<file path="src/rtl/dds_pkg.sv">
// Shared DDS definitions: default table/accumulator widths used by both the
// phase reader and the waveform table RAM, plus the FTW apply-cause encoding.
package dds_pkg;

    // Default widths; the table RAM is instantiated with the same values.
    localparam int unsigned DEF_PHASE_WIDTH = 24;
    localparam int unsigned DEF_ADDR_WIDTH  = 8;
    localparam int unsigned DEF_DATA_WIDTH  = 6;

    // Why a pending tuning word is being moved into the live FTW register.
    typedef enum logic [1:0] {
        ApplyNone,  // nothing pending, or waiting for a wrap
        ApplyWrap,  // running and the accumulator carried out
        ApplyIdle,  // accumulator stalled (EN low)
        ApplyClr    // synchronous phase clear
    } apply_e;

endpackage

</file>
<file path="src/rtl/dds_phase_acc.sv">
// Phase accumulator with carry/WRAP pulse and a one-deep FTW holding register.
// New tuning words are only committed at a phase-continuous point: on the
// wrap edge, while the accumulator is stalled, or on a synchronous clear.
module dds_phase_acc
    import dds_pkg::*;
#(
    parameter int unsigned PHASE_WIDTH = DEF_PHASE_WIDTH,
    parameter int unsigned ADDR_WIDTH  = DEF_ADDR_WIDTH
) (
    input  logic                   CLK,
    input  logic                   RST,
    input  logic                   EN,
    input  logic                   SYNC_CLR,
    input  logic [PHASE_WIDTH-1:0] FTW_IN,
    input  logic                   FTW_VALID,
    output logic                   FTW_READY,
    output logic [ADDR_WIDTH-1:0]  PHASE_ADDR,
    output logic                   WRAP
);

    logic [PHASE_WIDTH-1:0] acc_q, acc_d;
    logic [PHASE_WIDTH-1:0] ftw_q, ftw_d;
    logic [PHASE_WIDTH-1:0] pend_ftw_q, pend_ftw_d;
    logic                   pending_q, pending_d;
    logic                   wrap_q, wrap_d;

    logic [PHASE_WIDTH:0]   sum;
    logic                   carry;
    logic                   accept;
    apply_e                 apply_cause;

    // Adder with explicit carry-out; the add always uses the live ftw_q.
    always_comb begin
        sum   = {1'b0, acc_q} + {1'b0, ftw_q};
        carry = sum[PHASE_WIDTH];
    end

    // Handshake acceptance: the holding register must be empty. Accept and
    // apply are mutually exclusive since apply requires pending_q.
    always_comb begin
        accept = FTW_VALID && !pending_q;
    end

    // Decide whether (and why) a held FTW commits on this edge.
    always_comb begin
        apply_cause = ApplyNone;
        if (pending_q) begin
            if (SYNC_CLR) begin
                apply_cause = ApplyClr;
            end else if (!EN) begin
                apply_cause = ApplyIdle;
            end else if (carry) begin
                apply_cause = ApplyWrap;
            end
        end
    end

    // Next-state for accumulator, WRAP and the FTW registers.
    always_comb begin
        acc_d      = acc_q;
        wrap_d     = 1'b0;
        ftw_d      = ftw_q;
        pend_ftw_d = pend_ftw_q;
        pending_d  = pending_q;

        if (SYNC_CLR) begin
            acc_d = '0;
        end else if (EN) begin
            acc_d  = sum[PHASE_WIDTH-1:0];
            wrap_d = carry;
        end

        unique case (apply_cause)
            ApplyWrap, ApplyIdle, ApplyClr: begin
                ftw_d     = pend_ftw_q;
                pending_d = 1'b0;
            end
            default: ;
        endcase

        if (accept) begin
            pend_ftw_d = FTW_IN;
            pending_d  = 1'b1;
        end
    end

    // State registers; reset discards any held tuning word.
    always_ff @(posedge CLK or posedge RST) begin
        if (RST) begin
            acc_q      <= '0;
            ftw_q      <= '0;
            pend_ftw_q <= '0;
            pending_q  <= 1'b0;
            wrap_q     <= 1'b0;
        end else begin
            acc_q      <= acc_d;
            ftw_q      <= ftw_d;
            pend_ftw_q <= pend_ftw_d;
            pending_q  <= pending_d;
            wrap_q     <= wrap_d;
        end
    end

    assign FTW_READY  = !pending_q;
    assign PHASE_ADDR = acc_q[PHASE_WIDTH-1 -: ADDR_WIDTH];
    assign WRAP       = wrap_q;

endmodule

</file>
<file path="src/rtl/dds_phase_reader.sv">
// DDS table read master: drives the RAM read address from the accumulator
// phase plus an offset, and realigns the registered RAM output with a
// valid flag (address cycle -> RAM register -> SAMPLE register).
module dds_phase_reader
    import dds_pkg::*;
#(
    parameter int unsigned PHASE_WIDTH = DEF_PHASE_WIDTH,
    parameter int unsigned ADDR_WIDTH  = DEF_ADDR_WIDTH,
    parameter int unsigned DATA_WIDTH  = DEF_DATA_WIDTH
) (
    input  logic                   CLK,
    input  logic                   RST,
    input  logic                   EN,
    input  logic                   SYNC_CLR,
    input  logic [PHASE_WIDTH-1:0] FTW_IN,
    input  logic                   FTW_VALID,
    output logic                   FTW_READY,
    input  logic [ADDR_WIDTH-1:0]  PHASE_OFFSET,
    output logic [ADDR_WIDTH-1:0]  RD_ADDR,
    input  logic [DATA_WIDTH-1:0]  RAM_DOUT,
    output logic [DATA_WIDTH-1:0]  SAMPLE,
    output logic                   SAMPLE_VALID,
    output logic                   WRAP
);

    logic [ADDR_WIDTH-1:0] phase_addr;
    logic                  v1_q, v1_d;
    logic [DATA_WIDTH-1:0] sample_q, sample_d;
    logic                  sample_valid_q, sample_valid_d;

    dds_phase_acc #(
        .PHASE_WIDTH (PHASE_WIDTH),
        .ADDR_WIDTH  (ADDR_WIDTH)
    ) u_phase_acc (
        .CLK        (CLK),
        .RST        (RST),
        .EN         (EN),
        .SYNC_CLR   (SYNC_CLR),
        .FTW_IN     (FTW_IN),
        .FTW_VALID  (FTW_VALID),
        .FTW_READY  (FTW_READY),
        .PHASE_ADDR (phase_addr),
        .WRAP       (WRAP)
    );

    // Offset add wraps naturally modulo the table size.
    assign RD_ADDR = phase_addr + PHASE_OFFSET;

    // Pipeline next-state: v1 marks that the RAM captured a wanted address.
    always_comb begin
        v1_d           = EN && !SYNC_CLR;
        sample_d       = sample_q;
        sample_valid_d = 1'b0;
        if (v1_q) begin
            sample_d       = RAM_DOUT;
            sample_valid_d = 1'b1;
        end
    end

    // Pipeline registers.
    always_ff @(posedge CLK or posedge RST) begin
        if (RST) begin
            v1_q           <= 1'b0;
            sample_q       <= '0;
            sample_valid_q <= 1'b0;
        end else begin
            v1_q           <= v1_d;
            sample_q       <= sample_d;
            sample_valid_q <= sample_valid_d;
        end
    end

    assign SAMPLE       = sample_q;
    assign SAMPLE_VALID = sample_valid_q;

endmodule

</file>
<file path="config.mk">
export PLATFORM = sky130hd
export DESIGN_NAME = dds_phase_reader
export DESIGN_NICKNAME = d
export VERILOG_FILES = /design/src/rtl/dds_pkg.sv /design/src/rtl/dds_phase_acc.sv /design/src/rtl/dds_phase_reader.sv
export SDC_FILE = /design/constraint.sdc
export NUM_CORES = 1
export LEC_CHECK = 0
export ABC_AREA = 1
export CAP_MARGIN = 20
export CORE_ASPECT_RATIO = 1.25
export CORE_MARGIN = 5
export CORE_UTILIZATION = 57
export CTS_CLUSTER_SIZE = 28
export DETAILED_ROUTE_END_ITERATION = 16
export PLACE_DENSITY = 0.81
export SLEW_MARGIN = 20
export SYNTH_ARGS = -nofsm -noshare
export SYNTH_HDL_FRONTEND = slang
export SYNTH_SLANG_ARGS = --single-unit
</file>
<file path="constraint.sdc">
create_clock -name CLK -period 3 [get_ports CLK]
set_input_delay 0.3 -clock CLK [delete_from_list [all_inputs] [get_ports CLK]]
set_output_delay 0.3 -clock CLK [all_outputs]
set_load 0.02 [all_outputs]
</file>
==> flow_summary_export.csv <==
group,metric,value,unit
sta,maxSlewHeadroom,0.694,
cts,cts_tree,"done",
sta,rsz0062_at_grt,"no",
final_layout,syn_to_final_growth,19.8,%
drt,via_per_inst,5.17,
synthesis,yosysTopAreaCell,"dfrtp_1",
placement,portBuffers,59,
sta,slew_violations,0,
critical_path,cp_slowest_cell,"clkdlybuf4s50_1",
run,cap_violations,0,
global_routing,grt_usage,0.233,
drt,drt-wirelength-per-cell,13.6,um
sta,period_needed,2750,ps
die,die_h,117,um
drt,dr.pass1.iters,5,
synthesis,ys_warn_count,0,
die,core-area,9030,um2
cts,clockBufferDepth,2,
die,die_width,95.5,um
synthesis,syn_inst,682,
global_routing,antenna_found_initial,0,
placement,gp_congestion,0.938,
final_layout,layout-drive-gt1-share,0.127,
cts,cts.sinks,82,
pwr,powerDensity,893,nW/um2
drt,drc_errors,0,
critical_path,cpPeakStageDelay,620,ps
critical_path,crit_type,"in -> out",
cts,cts_root_buf,"clkbuf_16",
global_routing,grt_overflow_total,0,
sta,hold_viol_final,0,
sta,period_share,0.917,
cts,post_cts_buffers,0,
pwr,p_leak,0.00331,uW
die,fp-row-count,39,
drt,via_count,4506,
critical_path,crit_path_end_kind,"output pin",
synthesis,synth_seq_area_share,0.394,
critical_path,cp.buffers_inverters,3,
synthesis,synth_cell_type_count,32,
drt,drt_iter0_drc,256,
critical_path,arrival,2450,ps
outcome,status,"finished clean",
synthesis,syn_avg_cell_area,7.64,um2
placement,place_ws,-31.7,ps
die,ios,60,
sta,fin_skew,7.01,ps
synthesis,syn-num-nets,758,
pwr,ir_drop,0.492,mV
placement,dp_hpwl,9130,um
global_routing,grt_pass1_vias,4453,
cts,clk_latency,340,ps
die,dieArea,11200,um2
worst_hold_path,hold_path.class,"in -> async",
drt,drtAntennaViolNets,0,
global_routing,grt_max_degree,65,
final_layout,n_antenna_cell,0,
synthesis,yosysTopAreaCellShare,0.394,
sta,postLayoutSetupSlackWorst,249,ps
die,start_util,0.577,
sta,tightestPinTransition,458,ps
critical_path,path_cells,"clkdlybuf4s50_1, ha_1, inv_1, fa_1, o21ai_1, xor2_1, clkdlybuf4s50_1",
drt,wirelength,11900,um
global_routing,grt_pass1_wl,20100,um
sta,fin_tns_setup,0,ps
critical_path,startpoint_type,"input port",
cts,h-tree-depth,3,
final_layout,num-nets-final,820,
final_layout,fin_util,0.691,
cts,clk_pin_slew_worst_paths,60,ps
synthesis,synth-seq-cells,82,
critical_path,crit_fanout,2,
cts,cts-buffers-inserted,9,
synthesis,synth_area,5210,um2
critical_path,critPathRequiredTime,2700,ps
critical_path,cpLargestDelayFamily,"buffers and inverters",
sta,fmax,0.363,GHz
synthesis,synth_area_leaders,"dfrtp_1, nand2_1, ha_1",
critical_path,cp_common_cell,"clkdlybuf4s50_1",
sta,setup_viol,0,
## repair_timing
action | 4_1_cts | 5_1_grt
gates cloned | 0 | 0
gates resized for setup | 1 | 1
hold buffers | 0 | 0
endpoints found under the setup margin | 1 | 1
## state kept, by name (all words and copies together) (netlist names)
name                    count
u_phase_acc.pending_q       1
SAMPLE                      6
SAMPLE_VALID                1
u_phase_acc.pend_ftw_q     24
u_phase_acc.acc_q          24
u_phase_acc.ftw_q          24
u_phase_acc.WRAP            1
v1_q                        1
## cells in the mapped netlist
| master | n |
|---|---|
| nand4_1 | 6 |
| clkbuf_1 | 5 |
| nor3_1 | 3 |
| xnor2_1 | 4 |
| buf_2 | 4 |
| buf_4 | 2 |
| a22o_1 | 1 |
| nand2_2 | 30 |
| nand3_1 | 50 |
| a21oi_2 | 1 |
| o21ai_0 | 19 |
| nor2_4 | 1 |
| inv_1 | 98 |
| a21oi_1 | 21 |
| nor2_1 | 36 |
| ha_1 | 31 |
| o31ai_1 | 1 |
| nand2_4 | 2 |
| nor2_2 | 5 |
| buf_8 | 2 |
| mux2_2 | 30 |
| dfrtp_1 | 82 |
| xor2_1 | 4 |
| nand3b_1 | 1 |
| buf_6 | 1 |
| nand2_1 | 232 |
| fa_1 | 2 |
| nand3_2 | 1 |
| nand4_4 | 1 |
| inv_2 | 2 |
| a31oi_1 | 2 |
| a21o_1 | 2 |
## final timing paths
kind | from | endpoint | slack (ps) | cells past startpoint
max | PHASE_OFFSET[0] | RD_ADDR[4] | 250 | 7
min | RST | u_phase_acc.ftw_q[3]$_DFFE_PP0P_ | 240 | 2
max reg2reg | u_phase_acc.ftw_q[0]$_DFFE_PP0P_ | u_phase_acc.ftw_q[21]$_DFFE_PP0P_ | 420 | 13
min reg2reg | u_phase_acc.acc_q[8]$_DFFE_PP0P_ | u_phase_acc.acc_q[8]$_DFFE_PP0P_ | 490 | 2
max in group asynchronous | RST | u_phase_acc.ftw_q[22]$_DFFE_PP0P_ | 2120 | 3
min in group CLK | u_phase_acc.acc_q[8]$_DFFE_PP0P_ | u_phase_acc.acc_q[8]$_DFFE_PP0P_ | 490 | 2
## power breakdown
part / switching, uW / internal, uW
logic: 1630 / 1040
clock network: 442 / 731
registers: 283 / 1460
total: 2350 / 3220
## worst reg2reg max path: cells and delay by family (launching register included)
kind | cells | cell delay (ps)
simple gates | 9 | 1270
fa+ha+maj | 2 | 620
flops | 1 | 380
buf+inv | 2 | 210
## routing by layer
| layer | GRT usage | share of wire | vias up |
|---|---|---|---|
| met5 | 0 | 0 | - |
| met4 | 0.127 | 0.037 | 0 |
| met3 | 0.0364 | 0.044 | 37 |
| met2 | 0.406 | 0.51 | 119 |
| met1 | 0.273 | 0.41 | 2073 |
| li1 | - | - | 2277 |
## cells in the final DEF, fill, tap and decap left out, types with 3 or more instances in the layout
cell type,n
clkbuf_16,9
clkdlybuf4s50_1,58
o21ai_0,18
nand2_1,232
xor2_1,4
ha_1,31
nand4_1,6
nand3_1,50
nor2_2,5
nor3_1,3
clkinv_4,3
inv_1,97
dfrtp_1,82
a21oi_1,21
nand2_2,30
buf_4,5
nor2_1,36
mux2_2,30
xnor2_1,4
## metrics by stage
| stage | hold WS [ps] | instances | total power, uW | instance area [um2] |
|---|---|---|---|---|
| after floorplan | 352 | 682 | 3640 | 5210 |
| after global placement | 467 | 856 | 4250 | 5920 |
| after detailed placement | 470 | 856 | 4380 | 5920 |
| after CTS | 243 | 872 | 5590 | 6240 |
| after global routing | 264 | 872 | 6030 | 6240 |
| final | 238 | 872 | 5580 | 6240 |
## layout make-up
| type | count | area, um2 |
|---|---|---|
| Clock buffer | 10 | 229 |
| Clock inverter | 6 | 91.3 |
| Fill cell | 711 | 2790 |
| Inverter | 100 | 377 |
| Multi-Input combinational cell | 486 | 2690 |
| Sequential cell | 82 | 2050 |
| Tap cell | 123 | 154 |
| Timing Repair Buffer | 65 | 651 |
## cell families (layout without fill, tap and decap cells)
kind of cell             count (synthesis)  in the layout  share of synthesized area
AO/OA/AOI/OAI                           47             47                     0.0485
XOR/XNOR                                 8              8                     0.0134
adder cells (fa/ha/maj)                 33             33                     0.0821
buffers and inverters                  114            181                     0.0903
flip-flops                              82             82                      0.394
multiplexers                            30             30                     0.0648
AND/OR/NAND/NOR                        368            368                      0.307
No activity file was read; power rests on OpenSTA's default activity.
